## src/rtl/intadd_wb_if.sv

```systemverilog
// Register-file writeback beat bus between intadd_wb and the regfile.
// Master drives the beat; slave returns ready.
interface intadd_wb_if #(
  parameter int DW = 128
);
  logic          valid;
  logic          ready;
  logic [DW-1:0] data;
  logic          idx;
  logic          last;
  logic [4:0]    smc_id;

  modport master (
    output valid, data, idx, last, smc_id,
    input  ready
  );

  modport slave (
    input  valid, data, idx, last, smc_id,
    output ready
  );
endinterface

```

## src/rtl/intadd_wb.sv

```systemverilog
// Integer-add writeback stage: buffers intadd results in a small FIFO
// and drains them to the register file as one or two beats per op.
module intadd_wb #(
  parameter int DEPTH = 4,
  parameter int DW    = 128
) (
  input  logic           clk,
  input  logic           rst_n,
  input  logic [DW-1:0]  i_dst_reg0,
  input  logic [DW-1:0]  i_dst_reg1,
  input  logic [DW-1:0]  i_st,
  input  logic [11:0]    i_cru_intadd,
  input  logic [4:0]     i_smc_id,
  intadd_wb_if.master    wb,
  output logic           o_st_valid,
  output logic [DW-1:0]  o_st_data,
  output logic           o_full,
  output logic           o_illegal,
  output logic           o_ovf_err
);

  localparam int AW = $clog2(DEPTH);
  localparam logic [AW:0] FULLC = (AW+1)'(DEPTH);

  typedef struct packed {
    logic [DW-1:0] d0;
    logic [DW-1:0] d1;
    logic [DW-1:0] st;
    logic          m32;
    logic          upd;
    logic [4:0]    id;
  } ent_t;

  typedef enum logic [1:0] {
    IDLE,
    B0,
    B1
  } state_t;

  ent_t          mem [DEPTH];
  ent_t          head;
  state_t        state, state_n;
  logic [AW-1:0] wr_ptr, rd_ptr;
  logic [AW:0]   count, cnt_n;
  logic [5:0]    prec;
  logic          req, m32, ill;
  logic          hs, last, pop, push;
  logic          unused;

  assign unused = ^i_cru_intadd[4:1];
  assign prec   = i_cru_intadd[10:5];
  assign head   = mem[rd_ptr];

  always_comb begin
    req = 1'b0;
    m32 = 1'b0;
    ill = 1'b0;
    if (i_cru_intadd[11]) begin
      unique case (1'b1)
        (prec == 6'd0): req = 1'b1;
        (prec[5:2] == 4'b1111): begin
          req = 1'b1;
          m32 = 1'b1;
        end
        default: ill = 1'b1;
      endcase
    end
  end

  // Full FIFO still accepts when the head retires the same edge
  assign hs    = wb.valid & wb.ready;
  assign last  = (state == B1) | ((state == B0) & head.m32);
  assign pop   = hs & last;
  assign push  = req & ((count != FULLC) | pop);
  assign cnt_n = count + {{AW{1'b0}}, push}
                       - {{AW{1'b0}}, pop};

  always_comb begin
    state_n   = state;
    wb.valid  = 1'b0;
    wb.data   = '0;
    wb.idx    = 1'b0;
    wb.last   = 1'b0;
    wb.smc_id = '0;
    o_full    = (count == FULLC);
    unique case (state)
      IDLE: if (push) state_n = B0;
      B0: begin
        wb.valid  = 1'b1;
        wb.data   = head.d0;
        wb.last   = head.m32;
        wb.smc_id = head.id;
        if (hs) begin
          if (!head.m32) state_n = B1;
          else state_n = (cnt_n != '0) ? B0 : IDLE;
        end
      end
      B1: begin
        wb.valid  = 1'b1;
        wb.data   = head.d1;
        wb.idx    = 1'b1;
        wb.last   = 1'b1;
        wb.smc_id = head.id;
        if (hs) state_n = (cnt_n != '0) ? B0 : IDLE;
      end
      default: state_n = IDLE;
    endcase
  end

  always_ff @(posedge clk) begin
    if (push) begin
      mem[wr_ptr] <= '{d0: i_dst_reg0, d1: i_dst_reg1,
                       st: i_st, m32: m32,
                       upd: i_cru_intadd[0], id: i_smc_id};
    end
  end

  always_ff @(posedge clk) begin
    if (!rst_n) begin
      state      <= IDLE;
      wr_ptr     <= '0;
      rd_ptr     <= '0;
      count      <= '0;
      o_st_valid <= 1'b0;
      o_st_data  <= '0;
      o_illegal  <= 1'b0;
      o_ovf_err  <= 1'b0;
    end else begin
      state      <= state_n;
      count      <= cnt_n;
      o_illegal  <= ill;
      o_ovf_err  <= o_ovf_err | (req & ~push);
      o_st_valid <= pop & head.upd;
      if (push) wr_ptr <= wr_ptr + 1'b1;
      if (pop) rd_ptr <= rd_ptr + 1'b1;
      if (pop & head.upd) o_st_data <= head.st;
    end
  end

endmodule

```

## src/flat_wrapper.sv

```systemverilog
// flat-port wrapper written by rule: the top's interface ports become plain ports
module intadd_wb_flat 
#(
  parameter int DEPTH = 4,
  parameter int DW    = 128
)
  (clk, rst_n, i_dst_reg0, i_dst_reg1, i_st, i_cru_intadd, i_smc_id, o_st_valid, o_st_data, o_full, o_illegal, o_ovf_err, wb_valid, wb_data, wb_idx, wb_last, wb_smc_id, wb_ready);
  intadd_wb_if #(.DW(DW)) wb_i ();
  input  logic clk;
  input  logic rst_n;
  input  logic [DW-1:0] i_dst_reg0;
  input  logic [DW-1:0] i_dst_reg1;
  input  logic [DW-1:0] i_st;
  input  logic [11:0] i_cru_intadd;
  input  logic [4:0] i_smc_id;
  output logic o_st_valid;
  output logic [DW-1:0] o_st_data;
  output logic o_full;
  output logic o_illegal;
  output logic o_ovf_err;
  output wire logic [$bits(wb_i.valid)-1:0] wb_valid;
  output wire logic [$bits(wb_i.data)-1:0] wb_data;
  output wire logic [$bits(wb_i.idx)-1:0] wb_idx;
  output wire logic [$bits(wb_i.last)-1:0] wb_last;
  output wire logic [$bits(wb_i.smc_id)-1:0] wb_smc_id;
  input wire logic [$bits(wb_i.ready)-1:0] wb_ready;
  assign wb_valid = wb_i.valid;
  assign wb_data = wb_i.data;
  assign wb_idx = wb_i.idx;
  assign wb_last = wb_i.last;
  assign wb_smc_id = wb_i.smc_id;
  assign wb_i.ready = wb_ready;
  intadd_wb #(.DEPTH(DEPTH), .DW(DW)) u_core (.clk(clk), .rst_n(rst_n), .i_dst_reg0(i_dst_reg0), .i_dst_reg1(i_dst_reg1), .i_st(i_st), .i_cru_intadd(i_cru_intadd), .i_smc_id(i_smc_id), .wb(wb_i), .o_st_valid(o_st_valid), .o_st_data(o_st_data), .o_full(o_full), .o_illegal(o_illegal), .o_ovf_err(o_ovf_err));
endmodule
```

## config.mk

```make
export PLATFORM = sky130hd
export DESIGN_NAME = intadd_wb_flat
export DESIGN_NICKNAME = d
export VERILOG_FILES = /design/src/rtl/intadd_wb_if.sv /design/src/rtl/intadd_wb.sv /design/src/flat_wrapper.sv
export SDC_FILE = /design/constraint.sdc
export NUM_CORES = 1
export LEC_CHECK = 0
export CORE_MARGIN = 2
export CORE_UTILIZATION = 45
export CTS_CLUSTER_SIZE = 30
export DETAILED_ROUTE_END_ITERATION = 16
export PLACE_DENSITY = 0.71
export SETUP_SLACK_MARGIN = 0.1
export SLEW_MARGIN = 10
export SYNTH_ARGS = -nofsm -noshare
export SYNTH_HDL_FRONTEND = slang
export SYNTH_SLANG_ARGS = --single-unit
export TNS_END_PERCENT = 50
```

## constraint.sdc

```tcl
create_clock -name clk -period 15.05 [get_ports clk]
set_input_delay 3.01 -clock clk [delete_from_list [all_inputs] [get_ports clk]]
set_output_delay 3.01 -clock clk [all_outputs]
set_load 0.05 [all_outputs]
```

; ---- After elaboration in Yosys (flattened, before gate mapping)
; Memory sizes are Yosys's and may differ from the RTL's. A register that Yosys moved wholly into a read port is not among the register bits.
; Index checks and enable logic that the tools add are counted.
[word_totals]
mem_count = 1
input_bits = 404
mem_bits_rw = 1564
regBits = 140
[op_classes]
eq_ne = 8
mux = 20
add_sub_neg = 4
bitwise = 10
reduce_logical = 7
[mem_list]
columns = name, words, word_bits, rd, rd_clocked_by_memory_dff, wr, line
row1 = u_core.mem, 4, 391, 1, 1, 1, intadd_wb.sv:40  ; ent_t mem [DEPTH];
[ops]
columns = operator, n
row1 = 128-bit case mux with 2 select lines, 1
row2 = 2-bit two-way mux, 6
row3 = 1-bit two-way mux, 10
row4 = 1-bit AND, 6
row5 = 6-bit logical NOT, 1
row6 = 2-bit by 1-bit inequality test with 1-bit output (second input constant), 3
row7 = 2-bit case mux with 3 select lines, 1
row8 = 5-bit two-way mux, 1
row9 = 2-bit by 1-bit adder with 2-bit output (second input constant), 2
row10 = 4-bit equality test (second input constant), 1
row11 = 2-bit OR reduction, 2
row12 = 3-bit by 1-bit adder with 3-bit output, 1
row13 = 3-bit equality test (second input constant), 1
row14 = 3-bit inequality test (second input constant), 1
row15 = 1-bit bitwise OR, 3
row16 = 3-bit AND reduction, 1
row17 = 3-bit nonzero test, 1
row18 = 3-bit by 1-bit subtractor with 3-bit output, 1
row19 = 2-bit by 1-bit equality test with 1-bit output (second input constant), 1
row20 = 2-bit equality test (second input constant), 1
row21 = 2-bit logical NOT, 1
row22 = 1-bit case mux with 2 select lines, 1
row23 = 2-bit AND reduction, 1
row24 = 1-bit inverter, 1

; ---- Logic depth before layout (Yosys ltp)
; Gate-level depths: netlist of run 1.
[logic_depth]
ltp_word = 14
mapped_depth = 15
mapped_depth_nobuf = 14

; ---- Worst setup path before layout of run 1
; Ideal clock, no wire load.
[synth_timing]
kind = input to register
from = input port i_cru_intadd[8]
to = memory u_core.mem[2][0] in the netlist's numbering (enable)
stages = 4
path_buffers = 0
path_slack_ns = 1.605
setup_ns = 0.804
t_arrival_ns = 12.641
path_cell_list = nor4_1 > a22oi_1 > a21oi_2 > and2_1
[synth_between]
elab_chain_cells = 7
[synth_rtl]
columns = element, line
row1 = from (decl), flat_wrapper.sv:14  ; input logic [11:0] i_cru_intadd;
row2 = 4-bit equality test or 6-bit logical NOT (tied branches), "intadd_wb.sv:61, intadd_wb.sv:60"
row3 = 2-bit OR reduction (no line) (*), n/a
row4 = 1-bit two-way mux (*), intadd_wb.sv:59  ; unique case (1'b1)
row5 = 1-bit two-way mux (*), intadd_wb.sv:58  ; if (i_cru_intadd[11]) begin
row6 = 1-bit AND (*), intadd_wb.sv:74  ; assign push = req & ((count != FULLC) | pop);
row7 = named net u_core.push, intadd_wb.sv:47  ; logic hs, last, pop, push;
row8 = 1-bit two-way mux (*), intadd_wb.sv:111  ; if (push) begin
row9 = 1-bit two-way mux (not written as such) (*), intadd_wb.sv:112  ; mem[wr_ptr] <= '{d0: i_dst_reg0, d1: i_dst_reg1,
row10 = to (decl), intadd_wb.sv:40
; The timed path passes the listed nets; every way through them passes the cells marked *.

==> flow_summary.toml, run 1 <==
[worst_setup_path]
crit_top_cell = "buf_4"
path_cells = "buf_4 -> buf_4 -> buf_4 -> mux4_2 -> a22oi_1 -> nor2b_1 -> clkdlybuf4s50_1"
crit_buf_inv = 4
cp-start-kind = "flip-flop"
timing.critical_path.slowest_stage_cell = "buf_4"
critPathMaxFanout = 48
cp.arrival_ps = 5610
cp.required_ps = 12040
path_delay_family = "buffers and inverters"
endpoint_kind = "output pin"
cpPeakStageDelay_ps = 870
crit_type = "flip-flop to output pin"

[clock_network]
clk_latency_ps = 780
cts_buffers = 170
cts_tree = "yes"
postCtsResizedCells = 0
h-tree-depth = 4
path_clk_slew_ps = 60
cts_root_buf = "clkbuf_16"
cts.path.max_buffers = 3
post-cts-setup-buffers = 0
cts_num_sinks = 1706
cts_hold_buffers = 0

[floorplan]
core_um2 = 141000
rows = 138
start_util_pct = 45.2
die_area_um2 = 145000
die_y_um = 381
ios = 672
die_w_um = 381

[grt]
grt_pass1_wl_um = 208000
grt_pass1_vias = 32300
grtUsageTotal_pct = 19.2
grt_remaining_overflow = 0
grt_max_degree = 134
antenna_found_initial = 46

[final_layout]
final_cell_mix = "1564 x edfxtp_1, 666 x clkdlybuf4s50_1, 390 x mux4_2"
n_fill_cell = 10600
layout_commonest_cell = "edfxtp_1"
areaGrowthSynthToFinish_pct = 21.8
fin_nets = 4114
fin_util_pct = 55.1
drive_gt1_share_pct = 17.6

[sta]
final_max_slew_viol_count = 0
slew_headroom_pct = 27.1
hold_slack_ps = 450
rsz0062_at_grt = "false"
min_period_ps = 8620
worst_slew_pin_slew_ps = 1090
tns_ps = 0
finalCritPeriodShare_pct = 57.3
setup_viol = 0
hold_violations = 0
finClkSkew_ps = 39.5
fmaxAchievable_mhz = 116

[detailed_routing]
dr.first_iter.drc_count = 2410
ant_nets = 0
detail_route.vias_per_cell = 5.46
routed_wl_um = 140000
first_pass_iters = 5
routedWlPerCell_um = 24.4
drc = 0
vias = 31300

[synth]
syn-instance-count = 2997
yosys-top-cells-area = "edfxtp_1 74%, mux4_2 14%, dfxtp_1 4.5%"
synth_top_area_share_pct = 73.6
synth_seq_area_share_pct = 78.1
synthesis.area_um2 = 63800
yosysUniqueCellTypes = 39
ys_ff_latch = 1706
synth_top_area_cell = "edfxtp_1"
syn_avg_cell_area_um2 = 21.3
yosysWarnings = 0
syn-num-nets = 3412

[power_and_ir_drop]
p_total_mw = 9.66
p_leak_nw = 23.3
ir_worst_vdd_uv = 134
pwr_density_cell_nw_per_um2 = 124

[placed_design]
io_buffers = 667
routabilityCongestion = 0.761
dpl.hpwl_um = 80900

[worst_hold_path]
worstHoldStart = "u_core.o_st_data[114]"
hp-class = "flip-flop to flip-flop"

[flow_run]
drv_cap = 0

[outcome]
outcome = "finished, final reports clean"
## area by class of cell
class | instances | area, um^2 | share of cell area (%)
Antenna cell | 18 | 45.0 | 0.0580
Clock buffer | 242 | 4770 | 6.14
Clock inverter | 62 | 464 | 0.597
Inverter | 11 | 41.3 | 0.0531
Multi-Input combinational cell | 1103 | 13100 | 16.9
Sequential cell | 1706 | 49800 | 64.1
Tap cell | 1890 | 2360 | 3.04
Timing Repair Buffer | 707 | 7090 | 9.12
## worst min-delay path, delay by kind of cell (launching register included)
| family | cells | cell delay (ps) |
|---|---|---|
| DFF | 1 | 310 |
| and+or+nand+nor | 1 | 50 |
| AOI/OAI and AO/OA | 1 | 50 |
## cells in the mapped netlist
master,n
edfxtp_1,1564
mux4_2,390
nand2_1,266
dfxtp_1,142
a22oi_1,129
nor2b_1,129
a21boi_1,120
buf_2,66
clkbuf_1,65
buf_1,24
and2_1,19
buf_6,17
inv_1,11
ha_1,10
a21boi_0,8
mux2i_1,6
buf_4,5
xnor2_1,3
nand3_1,2
nor3b_1,2
a211oi_1,1
a21oi_1,1
a21oi_2,1
a2bb2oi_1,1
and3_1,1
and3_4,1
and4_1,1
fa_1,1
mux2_2,1
nand2b_1,1
nand3_2,1
nor2_1,1
nor4_1,1
o21a_1,1
o21ai_0,1
o21ai_2,1
o221ai_4,1
o31a_1,1
xor2_1,1
## final timing paths
kind                            to  slack, ps  cells past startpoint
min          u_core.o_st_data[114]        450                      2
min reg2reg  u_core.o_st_data[114]        450                      2
max reg2reg     u_core.mem[1][302]       8910                      9
max                   wb_data[104]       6430                      7
## state kept, by name (all words and copies together), names as in the netlist, named ones only
name,cells
u_core.mem,1564
u_core.o_st_valid,1
u_core.wr_ptr,2
u_core.o_illegal,1
u_core.o_ovf_err,1
u_core.rd_ptr,2
u_core.state,2
u_core.o_st_data,128
u_core.count,3
## per-layer routing
layer / routed length (um) / global-route usage [%] / vias to the layer above / part of all wire, %
met1: 55300 / 25.3 / 16300 / 39
met4: 3370 / 5.97 / 62 / 2.4
met3: 13100 / 6.55 / 265 / 9.3
met5: 409 / 0 / - / 0.29
met2: 68100 / 30.3 / 1092 / 49
li1: - / - / 13600 / -
## cell families after synthesis
| kind of cell | count (synthesis) | synth area share (%) |
|---|---|---|
| flip-flops | 1706 | 78.1 |
| AND/OR/NAND/NOR | 425 | 3.14 |
| XOR/XNOR | 4 | 0.0549 |
| adder cells (fa/ha/maj) | 11 | 0.228 |
| multiplexers | 397 | 13.9 |
| buffers and inverters | 188 | 1.47 |
| AO/OA/AOI/OAI | 266 | 3.16 |
## through the flow
stage / setup WS, ps / cells / instance area [um^2]
3_5_place_dp: 7000 / 5417 / 72400
6_report: 6430 / 5739 / 77700
2_1_floorplan: 1600 / 2997 / 63800
4_1_cts: 6140 / 5721 / 77700
5_1_grt: 5910 / 5731 / 77700
3_3_place_gp: 7010 / 5417 / 72400
## power by group
part           internal [mW]  switching [mW]
logic                  0.224           0.274
registers               5.19         0.00736
clock network           2.24            1.72
No activity file was read; power rests on OpenSTA's default activity.
==> inputs of run 2 (changes only) <==
==> constraint.sdc (replaced) <==
create_clock -name clk -period 9 [get_ports clk]
set_input_delay 1.8 -clock clk [delete_from_list [all_inputs] [get_ports clk]]
set_output_delay 1.8 -clock clk [all_outputs]
set_load 0.05 [all_outputs]
==> flow_summary.toml, run 2 (synthesis gave the netlist of run 1 again) <==
[sta]
finClkSkew_ps = 56.2
final_max_slew_viol_count = 0
finalCritPeriodShare_pct = 68.1
fmaxAchievable_mhz = 163
min_period_ps = 6130
hold_violations = 0
rsz0062_at_grt = "false"
setup_viol = 0
setup_ws_ps = 2870
worst_slew_pin_slew_ps = 1100
slew_headroom_pct = 26.4

[detailed_routing]
vias = 31400
dr.first_iter.drc_count = 2162
routedWlPerCell_um = 24.5
first_pass_iters = 5
ant_nets = 0
routed_wl_um = 141000
detail_route.vias_per_cell = 5.43
drc = 0

[power_and_ir_drop]
pwr_density_cell_nw_per_um2 = 212
p_int_mw = 13.1
clockPowerShare_pct = 42.4
sw_frac_of_total_pct = 20.7
pwr-share-comb_pct = 5.1
ir_worst_vdd_uv = 172
p_total_mw = 16.6
p_sw_mw = 3.43
p_seq_share_pct = 52.5
p_leak_nw = 23.6

[final_layout]
regMostFlops = "u_core.mem"
drive_gt1_share_pct = 18.1
layout_commonest_cell = "edfxtp_1"
final_cell_mix = "1564 x edfxtp_1, 666 x clkdlybuf4s50_1, 390 x mux4_2"
fin_nets = 4128
postLayoutCellArea_um2 = 78300
areaGrowthSynthToFinish_pct = 22.7
reg_top3 = "u_core.mem (1564), u_core.o_st_data (128), u_core.count (3)"
largest_reg_flops = 1564
final_cells = 5772

[worst_setup_path]
cp.required_ps = 7200
path_delay_family = "buffers and inverters"
path_cells = "buf_12 -> mux4_2 -> a22oi_1 -> nor2b_1 -> clkdlybuf4s50_1"
crit_type = "flip-flop to output pin"
cpPeakStageDelay_ps = 910
cp.arrival_ps = 4330
endpoint_kind = "output pin"
crit_buf_inv = 2
cp-start-kind = "flip-flop"
timing.critical_path.slowest_stage_cell = "dfxtp_4"
critPathMaxFanout = 105

[clock_network]
cts_hold_buffers = 0
cts_root_buf = "clkbuf_16"
clk_latency_ps = 800
post-cts-setup-buffers = 0
cts.path.max_buffers = 3
cts_num_sinks = 1706
path_clk_slew_ps = 60
h-tree-depth = 4
cts_buffers = 173
cts_tree = "yes"
postCtsResizedCells = 0

[placed_design]
dpl.hpwl_um = 82300
io_buffers = 667
place_ws_ps = 3490
dp_cells = 5428
post_dp_cell_area_um2 = 72600
routabilityCongestion = 0.758

[floorplan]
core_um2 = 141000
die_w_um = 381
die_area_um2 = 145000
die_y_um = 381
rows = 138
start_util_pct = 45.2
ios = 672

[grt]
grtUsageTotal_pct = 19.3
grt_pass1_vias = 32400
antenna_found_initial = 51
grt_max_degree = 144
grt_pass1_wl_um = 208000
grt_remaining_overflow = 0

[outcome]
outcome = "finished, final reports clean"

[worst_hold_path]
hp-class = "flip-flop to flip-flop"

[flow_run]
drv_cap = 0
-- run 2: cell types whose count changed in the layout (fill, tap and decap cells not counted), moves of 2 or more --
cell,previous run,this run
clkbuf_8,14,9
clkbuf_1,53,46
buf_12,9,14
clkinv_1,23,33
bufinv_16,2,14
clkinvlp_4,3,5
clkinv_8,3,6
clkinv_4,0,2
buf_4,32,38
clkinv_2,24,21
diode_2,18,24
-- run 2: final timing paths --
| check | startpoint | end | slack (ps) | cells past startpoint |
|---|---|---|---|---|
| hold reg to reg | u_core.o_st_data[125] | u_core.o_st_data[125] | 450 | 2 |
| setup / recovery | flip-flop | wb_data[109] | 2870 | 5 |
| setup reg to reg | flip-flop | u_core.mem[0][223] | 4170 | 7 |
| hold / removal | u_core.o_st_data[125] | u_core.o_st_data[125] | 450 | 2 |
-- run 2: power by group through the flow --
stage               Combinational, mW  Clock (mW)  Sequential [mW]
global placement                0.833           0             8.86
detailed placement              0.847           0             8.86
floorplan                       0.390           0             8.89
finish                          0.840        7.02             8.69
CTS                             0.851        7.17             8.69
global route                    0.895        7.47             8.69
-- run 2: tightest hold or removal path: stages (launching register included) --
cell	delay, ps
dfxtp_1	310
nand2_1	50
a21boi_1	50
-- run 2: layout make-up --
class	count	area (um^2)
Tap cell	1890	2360
Antenna cell	24	60.1
Multi-Input combinational cell	1103	13100
Clock inverter	91	990
Inverter	11	41.3
Clock buffer	229	4650
Timing Repair Buffer	718	7230
Sequential cell	1706	49800
Fill cell	10600	62800
-- run 2: stage by stage --
| step | hold slack [ps] | TNS [ps] | utilization, % |
|---|---|---|---|
| 3_5_place_dp | 444 | 0 | 51.4 |
| 3_3_place_gp | 441 | 0 | 51.4 |
| 2_1_floorplan | 468 | -2529930 | - |
| 6_report | 450 | 0 | 55.5 |
| 5_1_grt | 470 | 0 | 55.5 |
| 4_1_cts | 452 | 0 | 55.4 |
-- run 2: layer usage --
layer  vias up  wire length, um  part of all wire [%]  track usage, %
li1      13700                -                     -               -
met4        60             3230                   2.3            5.89
met1     16300            55500                    39            24.7
met3       245            13900                   9.8            7.19
met5         -              388                  0.27               0
met2      1085            68400                    48            30.9
